--- src/rtl/display_scheduler.sv ---
// Front-panel display owner arbitration and 8-digit seven-segment scan.
// Priority: reminder hold > gesture countdown > base view (clock or work time).
module display_scheduler #(
    parameter int unsigned SCAN_DIV = 100000,
    parameter int unsigned HOLD_SEC = 5
) (
    input  logic        clk,
    input  logic        reset,
    input  logic        power_state,
    input  logic        sec_tick,
    input  logic        view_key,
    input  logic        gesture_active,
    input  logic        reminder,
    input  logic [31:0] src_clock,
    input  logic [31:0] src_work,
    input  logic [31:0] src_gesture,
    input  logic [31:0] src_remind,
    output logic [7:0]  seg_hi,
    output logic [7:0]  seg_lo,
    output logic [7:0]  tub_sel,
    output logic [1:0]  owner,
    output logic        remind_shown
);

    localparam int unsigned DivW  = (SCAN_DIV > 1) ? $clog2(SCAN_DIV) : 1;
    localparam int unsigned HoldW = $clog2(HOLD_SEC + 1);
    localparam logic [DivW-1:0]  DivLast  = DivW'(SCAN_DIV - 1);
    localparam logic [HoldW-1:0] HoldLoad = HoldW'(HOLD_SEC);

    typedef enum logic [1:0] {StOff, StBase, StGesture, StRemind} state_e;

    state_e           state_q, state_d;
    logic             pending_q, pending_d;
    logic             view_sel_q, view_sel_d;
    logic             reminder_q;
    logic [HoldW-1:0] hold_q, hold_d;
    logic [DivW-1:0]  div_q, div_d;
    logic [1:0]       k_q, k_d;
    logic [7:0]       seg_hi_q, seg_hi_d;
    logic [7:0]       seg_lo_q, seg_lo_d;
    logic [7:0]       tub_sel_q, tub_sel_d;
    logic [1:0]       owner_q, owner_d;
    logic             remind_shown_q, remind_shown_d;
    logic             rise;
    logic             shown;
    logic [31:0]      src;

    function automatic logic [7:0] seg_decode(input logic [3:0] d);
        logic [7:0] s;
        case (d)
            4'h0:    s = 8'hFC;
            4'h1:    s = 8'h60;
            4'h2:    s = 8'hDA;
            4'h3:    s = 8'hF2;
            4'h4:    s = 8'h66;
            4'h5:    s = 8'hB6;
            4'h6:    s = 8'hBE;
            4'h7:    s = 8'hE0;
            4'h8:    s = 8'hFE;
            4'h9:    s = 8'hF6;
            4'hF:    s = 8'h00;
            default: s = 8'h02;
        endcase
        return s;
    endfunction

    assign rise = reminder & ~reminder_q;

    // Owner FSM. A reminder edge in REMIND reloads the hold and wins over a same-cycle tick.
    always_comb begin
        state_d    = state_q;
        pending_d  = pending_q;
        view_sel_d = view_sel_q;
        hold_d     = hold_q;
        shown      = 1'b0;
        if (!power_state) begin
            state_d    = StOff;
            pending_d  = 1'b0;
            view_sel_d = 1'b0;
            hold_d     = '0;
        end else begin
            if (rise) begin
                pending_d = 1'b1;
            end
            if (view_key && (state_q != StOff)) begin
                view_sel_d = ~view_sel_q;
            end
            unique case (state_q)
                StOff: state_d = StBase;
                StBase, StGesture: begin
                    if (pending_d) begin
                        state_d = StRemind;
                        hold_d  = HoldLoad;
                    end else if (gesture_active) begin
                        state_d = StGesture;
                    end else begin
                        state_d = StBase;
                    end
                end
                StRemind: begin
                    if (rise) begin
                        hold_d = HoldLoad;
                    end else if (sec_tick) begin
                        if (hold_q == HoldW'(1)) begin
                            hold_d    = '0;
                            pending_d = 1'b0;
                            shown     = 1'b1;
                            state_d   = gesture_active ? StGesture : StBase;
                        end else begin
                            hold_d = hold_q - HoldW'(1);
                        end
                    end
                end
                default: state_d = StOff;
            endcase
        end
    end

    // Outputs are computed from next-state values so an owner change shows one cycle later.
    always_comb begin
        div_d          = '0;
        k_d            = '0;
        owner_d        = '0;
        tub_sel_d      = '0;
        seg_lo_d       = '0;
        seg_hi_d       = '0;
        src            = '0;
        remind_shown_d = shown;
        if (state_d != StOff) begin
            if (div_q == DivLast) begin
                div_d = '0;
                k_d   = k_q + 2'd1;
            end else begin
                div_d = div_q + DivW'(1);
                k_d   = k_q;
            end
            case (state_d)
                StBase:    owner_d = {1'b0, view_sel_d};
                StGesture: owner_d = 2'd2;
                default:   owner_d = 2'd3;
            endcase
            case (owner_d)
                2'd0:    src = src_clock;
                2'd1:    src = src_work;
                2'd2:    src = src_gesture;
                default: src = src_remind;
            endcase
            tub_sel_d = 8'h11 << k_d;
            seg_lo_d  = seg_decode(src[{k_d, 2'b00} +: 4]);
            seg_hi_d  = seg_decode(src[{1'b1, k_d, 2'b00} +: 4]);
        end
    end

    always_ff @(posedge clk or posedge reset) begin
        if (reset) begin
            state_q        <= StOff;
            pending_q      <= 1'b0;
            view_sel_q     <= 1'b0;
            reminder_q     <= 1'b0;
            hold_q         <= '0;
            div_q          <= '0;
            k_q            <= '0;
            seg_hi_q       <= '0;
            seg_lo_q       <= '0;
            tub_sel_q      <= '0;
            owner_q        <= '0;
            remind_shown_q <= 1'b0;
        end else begin
            state_q        <= state_d;
            pending_q      <= pending_d;
            view_sel_q     <= view_sel_d;
            reminder_q     <= reminder;
            hold_q         <= hold_d;
            div_q          <= div_d;
            k_q            <= k_d;
            seg_hi_q       <= seg_hi_d;
            seg_lo_q       <= seg_lo_d;
            tub_sel_q      <= tub_sel_d;
            owner_q        <= owner_d;
            remind_shown_q <= remind_shown_d;
        end
    end

    assign seg_hi       = seg_hi_q;
    assign seg_lo       = seg_lo_q;
    assign tub_sel      = tub_sel_q;
    assign owner        = owner_q;
    assign remind_shown = remind_shown_q;

endmodule

--- config.mk ---
export PLATFORM = sky130hd
export DESIGN_NAME = display_scheduler
export DESIGN_NICKNAME = d
export VERILOG_FILES = /design/src/rtl/display_scheduler.sv
export SDC_FILE = /design/constraint.sdc
export NUM_CORES = 1
export LEC_CHECK = 0
export BUFFER_PORTS_ARGS = -buffer_cell sky130_fd_sc_hd__buf_2
export CAP_MARGIN = 20
export CORE_MARGIN = 2
export CORE_UTILIZATION = 45
export CTS_CLUSTER_DIAMETER = 40
export DETAILED_ROUTE_END_ITERATION = 8
export PLACE_DENSITY = 0.78
export RECOVER_POWER = 50
export SLEW_MARGIN = 40
export SYNTH_ARGS = -nofsm -noshare
export SYNTH_HDL_FRONTEND = slang
export SYNTH_SLANG_ARGS = --single-unit
--- constraint.sdc ---
create_clock -name clk -period 3.7 [get_ports clk]
set_clock_uncertainty 0.15 [all_clocks]
set_input_delay 0.555 -clock clk [delete_from_list [all_inputs] [get_ports clk]]
set_output_delay 0.555 -clock clk [all_outputs]
set_load 0.005 [all_outputs]
* Word level (Yosys, flattened, before mapping) *
Memory sizes are Yosys's and may differ from the RTL's.
Cells that the tools add are included.

operators by class
  bitwise gates (word level) = 3
  multiplexer cells = 40
  add/sub/neg operators = 3
  equal/unequal tests = 12
  shifts and indexed selects = 3
  reductions and logical operators = 7

operator list
  cell                   number
  $pmux 32 s3            1
  $mux 17                2
  $mux 32                1
  $shiftx 32x5->4        1
  $shiftx 32x6->4        1
  $mux 8                 3
  $mux 2                 11
  $add 17x1->17 const B  1
  $eq 17x17->1 const B   1
  $mux 3                 5
  $mux 1                 14
  $eq 2x2->1 const B     4
  $shl 5x2->8 const A    1
  $eq 2x1->1 const B     3
  $pmux 2 s3             1
  $pmux 3 s2             1
  $logic_not 2->1        2
  $ne 4x4->1 const B     1
  $pmux 2 s2             1
  $reduce_bool 2->1      2
  $eq 3x1->1 const B     1
  $ne 3x1->1 const B     1
  $ne 3x3->1 const B     1
  $reduce_and 3->1       1
  6 further kinds        7

word-level totals
  memories kept = 2
  register bits = 54
  memory bits (read-only) = 224
  logic and storage cells = 82
  output and inout port bits = 27
  input bits = 135

memories
  memory            depth  width  read ports  clocked after memory_dff  wr ports  line  source
  (name not given)  16     7      1           0                         0         50    case (d)
  (name not given)  16     7      1           0                         0         50

* Logic depth before layout (Yosys ltp) *
Gate-level depths: netlist of run 1.
An unclocked memory read counts as a cell.

  word-level depth = 16
  mapped depth = 17

* Least setup slack after synthesis of run 1 *
No wires, ideal clock.

  kind = input -> register
  start = in power_state
  end = reg seg_lo_q[3], in the netlist seg_lo[3]
  stages = 14
  data arrival time = 3.722 ns
  library setup time = 0.084 ns
  path slack = -0.256 ns
  buffers on the path = 4
  data required time = 3.466 ns
  path through = buf_2 nand2_1 o21ai_0 buf_2 buf_2 buf_2 mux2_2 o21ai_0 a21oi_1 nor4_1 ha_1 o21ai_0 or3b_2 o21ai_0

RTL lines
  element                                   line  source
  from (decl)                               9     input logic power_state,
  $mux 1 *                                  76    if (!power_state) begin
  via view_sel_d                            34    logic view_sel_q, view_sel_d;
  $pmux 2 s2 *                              137   case (state_d)
  $mux 2 *                                  129   if (state_d != StOff) begin
  $eq 2x2->1, or another cell as far along  142   case (owner_d)
  $pmux 32 s3 *                             142
  $mux 32 *                                 129
  $shiftx 32x5->4 *                         149   seg_lo_d = seg_decode(src[{k_d, 2'b00} +: 4]);
  $mem_v2 16x7 *                            -
  $mux 8 *                                  129
  via seg_lo_d[3]                           40    logic [7:0] seg_lo_q, seg_lo_d;
  to (signal assigned)                      177   seg_lo_q <= seg_lo_d;
  to (decl)                                 40

The timed path passes the listed nets; every way through them passes the cells marked *. The select of a mux whose other input is x is not followed.
A chain may end at the register's enable or synchronous reset.

* Worst setup path in the final report of run 1 *
  start = reg div_q[5]
  end = reg seg_hi_q[4], in the netlist seg_hi[4]

on the way
  cells in the longest elaborated chain, start to end = 6

RTL lines
  element                 line  source
  from (decl)             37    logic [DivW-1:0] div_q, div_d;
  from (signal assigned)  174   div_q <= div_d;
  $eq 17x17->1            130   if (div_q == DivLast) begin
  $mux 2                  130
  $mux 2                  129
  $shiftx 32x6->4         150   seg_hi_d = seg_decode(src[{1'b1, k_d, 2'b00} +: 4]);
  $mem_v2 16x7            -
  $mux 8                  129
  via seg_hi_d[4]         39    logic [7:0] seg_hi_q, seg_hi_d;
  to (signal assigned)    176   seg_hi_q <= seg_hi_d;
  to (decl)               39

The timed path passes the listed nets, and every way through them passes these cells. The select of a mux whose other input is x is not followed.

==> results of run 1 <==
-- cell families after synthesis --
family / after synthesis / synth area share [%]
and+or+nand+nor: 156 / 21.0
buffers and inverters: 47 / 5.40
xor gates and xnor gates: 17 / 3.72
other: 1 / 0.0936
DFF: 48 / 30.0
adders and majority gates: 15 / 4.68
muxes: 40 / 10.5
AOI/OAI and AO/OA: 136 / 24.6
-- where the power goes --
group	internal [uW]	total (uW)	switching (uW)	leakage [uW]
Combinational	462	949	487	0.00210
Sequential	588	615	27.9	0.000646
Clock	272	466	194	0.0000687
-- cells in the mapped netlist (8+ instances only) --
master	n	area [sq um]
nor2b_1	12	75.1
a22oi_1	9	67.6
dfrtp_1	48	1200
ha_1	15	188
mux2i_1	23	230
mux2_2	17	191
o21ai_0	21	105
xor2_1	11	96.3
clkbuf_1	10	37.5
nand2_1	29	109
nand3_1	18	90.1
nor2_1	43	161
buf_2	11	55.1
a211oi_1	8	60.1
a21oi_1	21	105
a31oi_1	10	62.6
inv_1	16	60.1
-- cell type report --
type	instances	area (sq um)	area share [%]
clock buffers	5	68.8	1.16
clock inverters	3	68.8	1.16
inverters	17	67.6	1.14
multi-input cells	366	2840	48.0
flip-flops and latches	48	1200	20.3
well taps	108	135	2.28
repair buffers	252	1540	26.0
-- layer usage --
layer  vias up  track usage [%]
li1       2176                -
met1      2182             32.7
met2       220             50.4
met3        27             3.79
met4         0             8.96
met5         -                0
-- through the flow --
step	utilization [%]	setup TNS, ps	cells	hold WS, ps
after global placement	62.2	-264	774	331
after detailed placement	62.2	-976	774	341
after floorplan	-	-20.1	461	305
after CTS	64.6	-129	784	177
final	68.2	-14.5	799	221
after global routing	68.2	-365	799	232
-- critical path, cell delays in order, from the launching register on --
cell and delay (ps):
dfrtp_1 390, or4b_4 570, nor4_4 360, buf_6 180, buf_12 120, mux2i_4 70, a31o_4 230, a211o_1 230
o2111a_1 150, a32oi_2 290, inv_2 90, ha_4 220, or4_1 400, a31oi_1 180
-- path summary, 6_finish.rpt --
kind	cells past startpoint	end	from	slack [ps]
max	13	seg_hi[4]$_DFF_PP0_	div_q[5]$_DFF_PP0_	-10
min	1	reminder_q$_DFF_PP0_	reminder	220
max reg2reg	13	seg_hi[4]$_DFF_PP0_	div_q[5]$_DFF_PP0_	-10
min reg2reg	1	div_q[0]$_DFF_PP0_	div_q[0]$_DFF_PP0_	360
max in group asynchronous	2	seg_hi[2]$_DFF_PP0_	reset	1820
min in group asynchronous	2	remind_shown$_DFF_PP0_	reset	620
-- what timing repair did --
item,CTS,global route
hold buffers,0,0
cloned,0,0
setup endpoints to repair,10,13
pin swaps,1,22
setup buffers,2,15
resized for setup,10,43
-- sequential cells by signal (all words and copies together) (netlist names) --
signal,count
seg_lo,7
div_q,17
hold_q,3
remind_shown,1
pending_q,1
tub_sel,4
owner,2
k_q,2
reminder_q,1
state_q,2
seg_hi,7
view_sel_q,1
==> results.yml, run 1 <==
synth:
  yosysUniqueCellTypes: 76
  synth_seq_cells: 48
  synth_edf_count: 0
  synth-main-ff-cell: "dfrtp_1"
  yosysWarnings: 0
  ys_async_sr_fraction_pct: 100
  yosysSeqAreaShare_pct: 30.0
  syn_inst: 460
  syn_area_per_cell_sq_um: 8.71
  netlist_area_sq_mm: 0.00401
timing:
  tightest_slew_ps: 2090
  hold_viol: 0
  slew_headroom_pct: -40.0
  drv_slew: 49
  fmax_mhz: 269
  rsz0062_at_grt: "yes"
  min_period_over_period_pct: 100
  setup_viol: 1
  fin_ws_ps: -14.5
  finalCriticalPeriod_ps: 3710
route:
  wl_met2_microns: 7000
  first_pass_iters: 5
  vias: 4605
  wl_met1_microns: 5490
  detail-route-antenna-nets: 0
  drc_errors: 0
  drt_iter0_drc: 210
  top_layer_used: "met4"
  met3WireLength_microns: 969
  route.detailed.wl_per_inst_microns: 17.2
  wirelength_microns: 13800
  vias_per_cell: 5.76
clock_network:
  cts-buffers-inserted: 5
  htree_levels: 2
  cts_tree: "done"
  cts_buffer_depth: 2
  cts_num_sinks: 48
  insertion_delay_ps: 310
  clk_pin_slew_worst_paths_ps: 100
  cts_root_buffer: "clkbuf_8"
global_route:
  grt_max_degree: 49
  antenna_found_initial: 0
  grt_pass1_vias: 4560
  grt.total_usage_pct: 27.4
  grt_pass1_wl_microns: 21400
  overflow: 0
status:
  status: "finished, violations left"
  violations: "max-capacitance violations, max-slew violations, negative setup slack"
placement:
  gp_congestion: 0.963
  preCtsSetupSlack_ps: -163
  placed_area_sq_mm: 0.00540
  io_buffers: 159
  hpwl_microns: 10900
pwr:
  power.leakage_uw: 0.00282
  irDropWorstVdd_mv: 0.217
  power_density_mw_per_mm2: 343
  power_uw: 2030
finish:
  layout-drive-gt1-share_pct: 47.9
  nets: 840
  final_common_cell: "buf_2"
  syn2layout_area_growth_pct: 47.8
  n_fill_cell: 721
  antenna_cells: 0
  final_area_sq_mm: 0.00592
  mostFrequentLayoutCells: "buf_2 (157), buf_4 (86), dfrtp_1 (48)"
setup_path:
  cp_max_fo: 5
  end_kind: "register"
  cp-start-kind: "register"
  criticalPathCategory: "reg -> reg"
  required_ps: 3780
  arrival_ps: 3800
die:
  rows: 34
  io_pins: 162
  core_sq_mm: 0.00868
  dieArea_sq_mm: 0.00967
  die_x_microns: 98.4
  dieHeight_microns: 98.4
  initial_core_util_pct: 46.2
worst_hold_path:
  hp-class: "in -> reg"
flow_run:
  cap_violations: 1
Note: power is estimated with default switching activity, not from simulation.
==> run 2: changes to the inputs <==
Settings changed: BUFFER_PORTS_ARGS -buffer_cell sky130_fd_sc_hd__buf_2 to -buffer_cell sky130_fd_sc_hd__clkbuf_2.
==> run 2 against run 1 <==
Compared with the run above:
- the flow still finishes with violations (max-capacitance violations, max-slew violations, negative setup slack)
- worst setup slack worse by 40 ps
- highest routed layer unchanged
- sequential share of layout area shrank 0.32 points
- critical path depth is the same
- cell area grew 1.6%
- first-iteration DRC count decreased by 28%
- register-to-register slack worse by 40 ps
- clock power down 1%
- largest power group unchanged
- combinational power up 11%
- worst hold slack improved by 10 ps
- non-clock buffer count is 5 lower
- utilization is 1.1 points higher
- cell count is 0.63% lower
==> results.yml, run 2 (synthesis results as in run 1) <==
status:
  status: "finished, violations left"
  violations: "max-capacitance violations, max-slew violations, negative setup slack"
timing:
  min_period_over_period_pct: 101
  drv_slew: 49
  slew_headroom_pct: -41.2
  hold_viol: 0
  tightest_slew_ps: 2110
  fmax_mhz: 266
  setup_viol: 2
  rsz0062_at_grt: "yes"
  fin_ws_ps: -54.6
  finalCriticalPeriod_ps: 3750
  holdWs_ps: 231
global_route:
  antenna_found_initial: 0
  grt_max_degree: 49
  overflow: 0
  grt_pass1_wl_microns: 21500
  grt_pass1_vias: 4465
  grt.total_usage_pct: 27.4
finish:
  final_cells: 794
  mostFrequentLayoutCells: "clkbuf_2 (157), buf_4 (78), dfrtp_1 (48)"
  largest_reg_flops: 17
  regMostFlops: "div_q"
  final_util_pct: 69.3
  antenna_cells: 0
  nets: 835
  syn2layout_area_growth_pct: 50.2
  n_fill_cell: 707
  final_common_cell: "clkbuf_2"
  layout-drive-gt1-share_pct: 49.3
clock_network:
  cts_tree: "done"
  cts_root_buffer: "clkbuf_8"
  cts_buffer_depth: 2
  cts_num_sinks: 48
  insertion_delay_ps: 300
  htree_levels: 2
  clk_pin_slew_worst_paths_ps: 100
  cts-buffers-inserted: 5
route:
  top_layer_used: "met4"
  drc_errors: 0
  wl_met2_microns: 7280
  met3WireLength_microns: 814
  vias: 4611
  drt_iter0_drc: 151
  route.detailed.wl_per_inst_microns: 17.8
  vias_per_cell: 5.81
  detail-route-antenna-nets: 0
  first_pass_iters: 5
  wl_met1_microns: 5640
  wirelength_microns: 14100
setup_path:
  cp_max_fo: 7
  arrival_ps: 3830
  required_ps: 3780
  end_kind: "register"
  cp-start-kind: "register"
  r2r_start: "div_q[14]$_DFF_PP0_"
  crit_start: "div_q[14]$_DFF_PP0_"
  criticalPathCategory: "reg -> reg"
die:
  io_pins: 162
  dieHeight_microns: 98.4
  die_x_microns: 98.4
  dieArea_sq_mm: 0.00967
  core_sq_mm: 0.00868
  initial_core_util_pct: 46.2
  rows: 34
pwr:
  power_uw: 2130
  power.leakage_uw: 0.00282
  irDropWorstVdd_mv: 0.185
  power_density_mw_per_mm2: 353
placement:
  gp_congestion: 0.984
  dp.cells: 765
  hpwl_microns: 11000
  preCtsSetupSlack_ps: -148
  io_buffers: 159
flow_run:
  cap_violations: 1
worst_hold_path:
  hp-class: "in -> reg"
  hold_start: "reminder"
-- run 2: repair_timing --
action	4_1_cts	5_1_grt
resized for setup	23	54
pin swaps	10	15
hold buffers	0	0
buffers inserted	6	15
setup endpoints to repair	10	13
-- run 2: through the flow --
step	TNS, ps	instance area (sq um)
after floorplan	-20.1	4030
after global placement	-166	5310
after detailed placement	-381	5320
after CTS	-15.0	5610
after global routing	-334	6020
final	-73.5	6020
-- run 2: path summary, 6_finish.rpt --
| check | endpoint | slack (ps) | depth (start not counted) |
|---|---|---|---|
| max | seg_hi[4]$_DFF_PP0_ | -50 | 13 |
| min | reminder_q$_DFF_PP0_ | 230 | 1 |
| max reg2reg | seg_hi[4]$_DFF_PP0_ | -50 | 13 |
| min reg2reg | div_q[0]$_DFF_PP0_ | 360 | 1 |
| max in group asynchronous | div_q[13]$_DFF_PP0_ | 1820 | 2 |
| min in group asynchronous | remind_shown$_DFF_PP0_ | 620 | 2 |
-- run 2: critical path, stage by stage, from the launching register on --
cell and delay, ps:
dfrtp_1 400, or4b_4 550, nor4_4 310, buf_6 190, buf_6 120, mux2i_4 70, a31o_2 250, a211o_1 240
o2111a_1 180, a32oi_2 260, inv_2 90, ha_4 240, or4_4 440, a31oi_4 190
-- run 2: routing by layer --
layer / global-route usage, % / up-vias
met5: 0 / -
met4: 7.06 / 0
met3: 3.15 / 35
met2: 50.7 / 201
met1: 33.7 / 2211
li1: - / 2164
-- run 2: final cells by class --
class / count / area [sq um] / share of cell area [%]
Clock inverter: 3 / 68.8 / 1.14
Clock buffer: 5 / 68.8 / 1.14
Timing Repair Buffer: 247 / 1520 / 25.2
Sequential cell: 48 / 1200 / 20.0
Inverter: 17 / 72.6 / 1.21
Tap cell: 108 / 135 / 2.25
Multi-Input combinational cell: 366 / 2950 / 49.1
-- run 2: power by group --
group / switching (uW) / internal, uW
registers: 29.8 / 588
clock network: 189 / 272
logic: 535 / 511
==> run 3: changes to the inputs <==
Settings changed: CORE_UTILIZATION 45 to 50, GPL_TIMING_DRIVEN from default to 0, MAX_ROUTING_LAYER from default to met4, PLACE_DENSITY 0.78 to 0.82.
Clock period 3.7 ns to 3.8 ns, I/O delays scaled along.
==> run 3 against run 2 <==
Compared with the run above:
- largest cell class unchanged
- the run still ends with max-capacitance violations, max-slew violations, negative setup slack left
- combinational power grew 6%
- global-route usage grew 5.8 points
- critical endpoint is now seg_hi[3]$_DFF_PP0_
- via count grew 14%
- largest power group unchanged
- flip-flop and latch count is the same
- cell area grew 2.5%
- first-iteration DRC count grew to 4.8 times the previous value
- utilization grew 10 points
- register-to-register slack lost 60 ps
- clock power shrank 27%
==> results.yml, run 3 (synthesis results as in run 1) <==
status:
  status: "finished, violations left"
  violations: "max-capacitance violations, max-slew violations, negative setup slack"
route:
  drc_errors: 0
  vias_per_cell: 6.56
  route.detailed.wl_per_inst_microns: 21.4
  first_pass_iters: 6
  drt_iter0_drc: 726
  top_layer_used: "met4"
  detail-route-antenna-nets: 0
  wl_met2_microns: 8000
  wl_met1_microns: 6010
  vias: 5234
  met3WireLength_microns: 1890
  wirelength_microns: 17100
setup_path:
  cp_max_fo: 7
  cp-start-kind: "register"
  rr_endpoint: "seg_hi[3]$_DFF_PP0_"
  crit_buf_inv: 4
  crit_start: "hold_q[1]$_DFFE_PP0P_"
  rrSetupSlack_ps: -110
  crit_path_cell_trace: "inv_2 -> ha_4 -> nor2b_4 -> a41oi_2 -> o221a_4 -> inv_8 -> a21oi_4 -> buf_4 -> buf_4 -> o311ai_1 -> o221ai_4 -> or2_4 -> or4_1 -> o211ai_1"
  r2r_start: "hold_q[1]$_DFFE_PP0P_"
  cp_common_cell: "buf_4"
  cp_top_family: "compound AO/OA/AOI/OAI gates"
  criticalPathCategory: "reg -> reg"
  arrival_ps: 3970
  end_kind: "register"
  max_stage_delay_ps: 480
  cp_slowest_cell: "or4_1"
  required_ps: 3860
  r2r_cells: 14
timing:
  fin_ws_ps: -111
  setup_viol: 7
  hold_viol: 0
  slew_headroom_pct: -26.5
  tightest_slew_ps: 1900
  finalCriticalPeriod_ps: 3910
  drv_slew: 37
  min_period_over_period_pct: 103
  fmax_mhz: 256
  rsz0062_at_grt: "yes"
worst_hold_path:
  hp-class: "in -> async"
global_route:
  antenna_found_initial: 0
  grt.total_usage_pct: 33.2
  grt_pass1_vias: 4680
  overflow: 0
  grt_pass1_wl_microns: 22100
  grt_max_degree: 37
finish:
  regMostFlops: "div_q"
  n_fill_cell: 484
  final_common_cell: "clkbuf_2"
  ff_latch_area_sq_mm: 0.00120
  antenna_cells: 0
  final_area_sq_mm: 0.00617
  layout-drive-gt1-share_pct: 50.3
  multi_input_area_sq_mm: 0.00309
  syn2layout_area_growth_pct: 54.0
  nets: 845
  largest_reg_flops: 17
  mostFrequentLayoutCells: "clkbuf_2 (154), buf_4 (66), dfrtp_1 (46)"
die:
  die_x_microns: 93.5
  dieHeight_microns: 93.5
  io_pins: 162
  initial_core_util_pct: 51.8
  dieArea_sq_mm: 0.00875
  rows: 32
  core_sq_mm: 0.00773
pwr:
  power.leakage_uw: 0.00285
  clock_power_share_pct: 16.4
  irDropWorstVdd_mv: 0.173
  power_density_mw_per_mm2: 334
  power_frac_comb_pct: 54.1
  power_switching_uw: 833
  p_sw_share_pct: 40.4
  power_uw: 2060
  p_int_uw: 1230
  sequentialPowerShare_pct: 29.5
placement:
  placed_area_sq_mm: 0.00498
  gp_congestion: 0.920
  hpwl_microns: 10300
  io_buffers: 159
clock_network:
  clk_pin_slew_worst_paths_ps: 100
  cts_root_buffer: "clkbuf_8"
  cts_num_sinks: 48
  cts_tree: "done"
  insertion_delay_ps: 310
  cts_hold_buf: 0
  cts_buffer_depth: 2
  cts-buffers-inserted: 5
  htree_levels: 2
flow_run:
  cap_violations: 1
run 3: power by group through the flow:
stage	clock, uW	sequential (uW)	combinational (uW)
floorplan	0	613	450
global placement	0	611	687
detailed placement	0	614	718
CTS	331	605	858
global route	357	613	1170
finish	338	609	1110
run 3: through the flow:
stage	setup slack, ps	cells	hold WS, ps	utilization (%)	TNS (ps)
after detailed placement	-834	723	341	64.4	-7800
after floorplan	-9.35	461	305	-	-9.35
after global routing	-195	798	162	79.8	-1490
final	-111	798	121	79.8	-475
after global placement	-717	722	335	64.0	-5800
after CTS	-9.08	758	11.8	72.0	-9.08
run 3: how the worst max path moves through the flow:
| stage | to | slack (ps) | cells past startpoint |
|---|---|---|---|
| floorplan | seg_lo[3]$_DFF_PP0_ | -9 | 14 |
| global route | seg_lo[3]$_DFF_PP0_ | -200 | 17 |
| global placement | seg_lo[3]$_DFF_PP0_ | -720 | 15 |
| CTS | seg_hi[4]$_DFF_PP0_ | -9 | 13 |
| finish | seg_hi[3]$_DFF_PP0_ | -110 | 14 |
| detailed placement | seg_lo[3]$_DFF_PP0_ | -830 | 15 |
run 3: what timing repair did:
item                                    4_1_cts  5_1_grt
pin swaps                                    18       36
buffers inserted                             28       40
endpoints found under the setup margin       14       12
cloned                                        0        1
gates resized for setup                      70       65
run 3: layout make-up:
class	count	share of cell area [%]
Sequential cell	48	19.5
Buffer	29	3.55
Clock buffer	6	1.34
Clock inverter	2	0.243
Tap cell	102	2.07
Inverter	17	1.22
Timing Repair Buffer	228	22.0
Multi-Input combinational cell	366	50.0
run 3: metal layers:
layer	vias up	GRT usage [%]
li1	2193	-
met1	2411	38.7
met2	496	55.5
met3	134	5.80
met4	0	16.1
met5	-	-
